$ cat config.mk
export PLATFORM = sky130hd
export DESIGN_NAME = rr_request_arbiter_flat
export DESIGN_NICKNAME = d
export VERILOG_FILES = /design/src/rtl/rr_request_arbiter_pkg.sv /design/src/rtl/rr_request_arbiter_if.sv /design/src/rtl/rr_request_arbiter_pick.sv /design/src/rtl/rr_request_arbiter.sv /design/src/flat_wrapper.sv
export SDC_FILE = /design/constraint.sdc
export NUM_CORES = 1
export LEC_CHECK = 0
export BUFFER_PORTS_ARGS = -buffer_cell sky130_fd_sc_hd__buf_2
export CAP_MARGIN = 20
export CORE_ASPECT_RATIO = 1.25
export CORE_UTILIZATION = 55
export DETAILED_ROUTE_END_ITERATION = 8
export PLACE_DENSITY = 0.78
export SLEW_MARGIN = 10
export SYNTH_ARGS = -nofsm -noshare
export SYNTH_HDL_FRONTEND = slang
export SYNTH_HIERARCHICAL = 1
export SYNTH_SLANG_ARGS = --single-unit
$ cat constraint.sdc
create_clock -name clk -period 6.9 [get_ports clk]
set_input_delay 0.69 -clock clk [delete_from_list [all_inputs] [get_ports clk]]
set_output_delay 0.69 -clock clk [all_outputs]
set_load 0.03 [all_outputs]
$ cat src/rtl/rr_request_arbiter_pkg.sv
// Shared constants, FSM state type and index helper for the 8-way round-robin arbiter.
package rr_request_arbiter_pkg;

  localparam int N_REQ = 8;
  localparam int IDX_W = 3;
  localparam int TMO_W = 8;

  typedef enum logic {
    IDLE  = 1'b0,
    GRANT = 1'b1
  } state_e;

  function automatic logic [N_REQ-1:0] idx2onehot(input logic [IDX_W-1:0] idx);
    return N_REQ'(1) << idx;
  endfunction

endpackage

$ cat src/rtl/rr_request_arbiter_if.sv
// Request/grant bundle between the requesters (master) and the arbiter (slave).
interface rr_request_arbiter_if;
  import rr_request_arbiter_pkg::*;

  logic [N_REQ-1:0] req;
  logic             done;
  logic [N_REQ-1:0] grant;
  logic             gnt_valid;
  logic             timeout;

  modport master (
    output req, done,
    input  grant, gnt_valid, timeout
  );

  modport slave (
    input  req, done,
    output grant, gnt_valid, timeout
  );

endinterface

$ cat src/rtl/rr_request_arbiter_pick.sv
// Combinational round-robin pick: first set request at or above ptr, wrapping 7->0.
module rr_priority_pick
  import rr_request_arbiter_pkg::*;
(
  input  logic [N_REQ-1:0] req,
  input  logic [IDX_W-1:0] ptr,
  output logic [IDX_W-1:0] pick_idx,
  output logic             any
);

  logic [N_REQ-1:0] rot;
  logic [IDX_W-1:0] ffs;

  // Rotate so that bit ptr lands at position 0; index arithmetic wraps in IDX_W bits.
  always_comb begin
    rot = '0;
    for (int i = 0; i < N_REQ; i++) begin
      rot[i] = req[IDX_W'(i) + ptr];
    end
  end

  always_comb begin
    ffs = '0;
    for (int i = N_REQ - 1; i >= 0; i--) begin
      if (rot[i]) ffs = IDX_W'(i);
    end
  end

  assign pick_idx = ffs + ptr;
  assign any      = |req;

endmodule

$ cat src/rtl/rr_request_arbiter.sv
// Round-robin arbiter: one registered one-hot grant held until done, withdrawal or watchdog expiry.
module rr_request_arbiter
  import rr_request_arbiter_pkg::*;
#(
  parameter int unsigned TIMEOUT = 16
) (
  input logic                 clk,
  input logic                 rst,
  rr_request_arbiter_if.slave bus
);

  localparam logic [TMO_W-1:0] TMO_LAST = TMO_W'(TIMEOUT - 1);

  state_e           state;
  logic [IDX_W-1:0] ptr;
  logic [IDX_W-1:0] gidx;
  logic [TMO_W-1:0] cnt;
  logic [IDX_W-1:0] pick_idx;
  logic             any;
  logic             rel_owner;
  logic             rel_wdog;

  logic [N_REQ-1:0] grant_p1;
  logic             gvld_p1;
  logic             tmo_p1;

  rr_priority_pick u_pick (
    .req      (bus.req),
    .ptr      (ptr),
    .pick_idx (pick_idx),
    .any      (any)
  );

  // Owner-driven release (done or withdrawal) takes precedence over the watchdog.
  assign rel_owner = bus.done || ((bus.req & grant_p1) == '0);
  assign rel_wdog  = (TIMEOUT != 0) && (cnt == TMO_LAST);

  // Stage p1: FSM and registered outputs
  always_ff @(posedge clk or posedge rst) begin
    if (rst) begin
      state    <= IDLE;
      ptr      <= '0;
      gidx     <= '0;
      cnt      <= '0;
      grant_p1 <= '0;
      gvld_p1  <= 1'b0;
      tmo_p1   <= 1'b0;
    end else begin
      tmo_p1 <= 1'b0;
      case (state)
        IDLE: begin
          if (any) begin
            grant_p1 <= idx2onehot(pick_idx);
            gidx     <= pick_idx;
            gvld_p1  <= 1'b1;
            cnt      <= '0;
            state    <= GRANT;
          end
        end
        GRANT: begin
          if (rel_owner || rel_wdog) begin
            grant_p1 <= '0;
            gvld_p1  <= 1'b0;
            ptr      <= gidx + IDX_W'(1);
            tmo_p1   <= ~rel_owner;
            state    <= IDLE;
          end else begin
            cnt <= cnt + TMO_W'(1);
          end
        end
        default: state <= IDLE;
      endcase
    end
  end

  assign bus.grant     = grant_p1;
  assign bus.gnt_valid = gvld_p1;
  assign bus.timeout   = tmo_p1;

endmodule

$ cat src/flat_wrapper.sv
// flat-port wrapper written by rule: the top's interface ports become plain ports
module rr_request_arbiter_flat import rr_request_arbiter_pkg::*;
#(
  parameter int unsigned TIMEOUT = 16
)
  (clk, rst, bus_req, bus_done, bus_grant, bus_gnt_valid, bus_timeout);
  rr_request_arbiter_if bus_i ();
  input logic clk;
  input logic rst;
  input wire logic [$bits(bus_i.req)-1:0] bus_req;
  input wire logic [$bits(bus_i.done)-1:0] bus_done;
  output wire logic [$bits(bus_i.grant)-1:0] bus_grant;
  output wire logic [$bits(bus_i.gnt_valid)-1:0] bus_gnt_valid;
  output wire logic [$bits(bus_i.timeout)-1:0] bus_timeout;
  assign bus_i.req = bus_req;
  assign bus_i.done = bus_done;
  assign bus_grant = bus_i.grant;
  assign bus_gnt_valid = bus_i.gnt_valid;
  assign bus_timeout = bus_i.timeout;
  rr_request_arbiter #(.TIMEOUT(TIMEOUT)) u_core (.clk(clk), .rst(rst), .bus(bus_i));
endmodule
==> metrics.csv <==
stage,metric,value,unit
cts,clockRootBuffer,clkbuf_8,
cts,clk_latency,0.27,ns
cts,clockBufferDepth,2,
final_layout,antenna_cells,0,
timing,hold_viol_final,0,
floorplan,start_util,57.2,%
floorplan,coreArea,3190,µm²
detailed_routing,viasPerCell,6.89,
setup_path,cp-start-kind,flop,
cts,cts.sinks,25,
global_route,grt_pass1_wl,6.28,mm
cts,cts_setup_buffers,0,
global_route,first_global_vias,1386,
synth,yosys.area.top_type,dfrtp_1,
global_route,overflow,0,
setup_path,cp_max_fo,18,
hold_path,hp-class,in2async,
timing,tightest_slew,0.599,ns
detailed_routing,drcViolationCount,0,
cts,cts_tree,done,
global_route,grt_max_degree,26,
timing,slew_headroom,60.1,%
final_layout,final-seq-area,626,µm²
timing,min_period,4.25,ns
detailed_routing,wl_per_cell,17.5,µm
final_layout,multi_input_area,1080,µm²
timing,finalSetupTns,0,ns
final_layout,final_util,61.7,%
detailed_routing,final_antenna_net_count,0,
synth,ys.flop_type,dfrtp_1,
detailed_routing,vias,1572,
power,cellPowerDensity,520,nW/µm²
synth,yosys.area.top_type_share,34.2,%
cts,cts.repair.resized,0,
floorplan,fp.dieH,66.4,µm
synth,synthArstFlopShare,100,%
global_route,antenna_found_initial,0,
cts,numCtsBuffers,3,
synth,synthCells,174,
synth,synth_area_leaders,"dfrtp_1 34%, mux2i_1 9.3%, mux2_2 5.5%",
detailed_routing,firstDrtPassIters,4,
synth,synth_edf_count,0,
setup_path,critPathKind,reg2reg,
cts,hold_buffers,0,
timing,fin_skew,0.00646,ns
final_layout,nNetsFinal,209,
run_status,outcome,finished clean,
synth,avgSynthCellArea,10.5,µm²
timing,fmax,235,MHz
synth,synth_nets,191,
setup_path,crit_required,7.05,ns
timing,hold_ws,0.369,ns
timing,min_period_over_period,61.7,%
setup_path,critPathCaptureType,flop,
placed_design,hpwl,3.03,mm
power,ir_drop,0.450,mV
detailed_routing,drtIter0Drc,68,
timing,rsz0062_at_grt,no,
floorplan,num_io_pins,21,
floorplan,dieArea,3560,µm²
detailed_routing,wl,3.99,mm
global_route,track_usage,24.4,%
flow_run,maxCapViolCount,0,
floorplan,die_width,53.5,µm
synth,synth_sequential_area_ratio,34.2,%
floorplan,rows,23,
final_layout,fillCellCount,258,
synth,ys_ff_latch,25,
timing,slew_viol_final,0,
placed_design,gp_congestion,0.890,
timing,setup_viol,0,
placed_design,portBuffers,20,
synth,syn_area,1830,µm²
setup_path,cp.arrival,4.41,ns
final_layout,drive_above_1_share,22.5,%
cts,htreeDepth,1,
final_layout,area_growth,7.88,%
cts,path_clk_slew,0.09,ns
synth,yosysWarningCount,6,
power,fin_total_pwr,1.02,mW
synth,synth_cell_types,49,
power,p_leak,0.900,nW
==> layer usage <==
layer	share of wire, %	vias to the layer above	GRT usage (%)
li1	-	712	-
met1	41	783	30.9
met2	53	71	41.3
met3	5.8	6	3.68
met4	1.1	0	8.22
met5	0	-	0
==> Yosys cell counts (all sizes together), types with 2 or more instances <==
master,instances
nor4,3
xor2,2
nand2,16
inv,12
mux2,9
a41oi,2
and3,4
xnor2,3
or2,2
nand3,2
a22oi,4
a311oi,2
mux2i,17
nor2,6
ha,5
o311ai,2
mux4,3
a31o,3
o21ai,5
buf,2
a31oi,4
a21oi,3
a32o,8
nand2b,2
dfrtp,25
clkbuf,6
o2bb2ai,2
nand4,3
o31ai,2
o221ai,2
==> cell usage in the layout (no fill, tap or decap), types with 2 or more instances in the layout <==
cell       netlist  layout
a21oi_1          3       3
a22oi_1          4       4
a311oi_1         2       2
a31o_2           3       3
a31oi_1          4       4
a32o_1           8       8
and3_1           4       4
buf_2            0      20
clkbuf_8         3       3
dfrtp_1         25      25
ha_1             5       5
inv_1           12      12
mux2_2           9       9
mux2i_1         17      17
mux4_2           2       2
nand2_1         16      16
nand2b_1         2       2
nand3_1          2       2
nand4_1          3       3
nor2_1           6       6
nor4_1           3       3
o21ai_0          4       4
o221ai_1         2       2
o2bb2ai_1        2       2
o311ai_0         2       2
o31ai_1          2       2
xnor2_1          2       2
xor2_1           2       2
==> cell type report <==
class                   count  area share (%)
flip-flops and latches     25            31.7
inverters                  12            2.29
multi-input cells         129            54.9
repair buffers             21            6.48
clock buffers               4            2.29
well taps                  37            2.35
==> worst max-delay path, stage by stage (launching register included) <==
cell and delay (ns):
dfrtp_1 0.73, inv_1 0.10, ha_1 0.54, mux2i_1 0.14, mux2_2 0.30, mux2_2 0.27, a21oi_1 0.13, o21ai_0 0.11
a21oi_1 0.19, ha_1 0.16, inv_1 0.05, fa_1 0.37, xnor2_1 0.15, xnor2_1 0.42, inv_1 0.18, a32o_1 0.29
==> sequential cells by signal, summed over array words and instances (netlist names) <==
| signal | flops |
|---|---|
| u_core/cnt | 8 |
| u_core/bus.gnt_valid | 1 |
| u_core/ptr | 3 |
| u_core/bus.grant | 8 |
| u_core/bus.timeout | 1 |
| u_core/gidx | 3 |
| u_core/state | 1 |
==> worst paths after layout <==
kind | startpoint | endpoint | slack (ns) | cells past startpoint
min | rst | u_core/bus.grant[3] | 0.37 | 2
max reg2reg | u_core/ptr[0] | u_core/bus.grant[0] | 2.65 | 15
max | u_core/ptr[0] | u_core/bus.grant[0] | 2.65 | 15
max in group asynchronous | rst | u_core/ptr[2] | 6.13 | 3
min in group clk | u_core/gidx[0] | u_core/ptr[0] | 0.49 | 1
min reg2reg | u_core/gidx[0] | u_core/ptr[0] | 0.49 | 1
==> kinds of logic after synthesis <==
kind of cell	after synthesis	synth area share, %
AOI/OAI and AO/OA	46	20.1
xor gates and xnor gates	5	3.43
adders and majority gates	6	4.52
buffers and inverters	20	6.58
DFF	25	34.2
muxes	29	18.8
and+or+nand+nor	43	12.3
==> where the power goes <==
part | internal [mW] | switching [mW]
clock | 0.0412 | 0.0445
sequential | 0.185 | 0.0671
combinational | 0.300 | 0.386
total | 0.527 | 0.497
==> stage by stage <==
stage / setup slack (ns) / cell area [µm²] / cells
finish: 2.65 / 1970 / 228
global route: 2.34 / 1970 / 228
CTS: 2.67 / 1940 / 227
detailed placement: 2.69 / 1900 / 223
global placement: 2.96 / 1900 / 223
floorplan: 3.26 / 1830 / 174
Power figures use the tool's default switching activity.
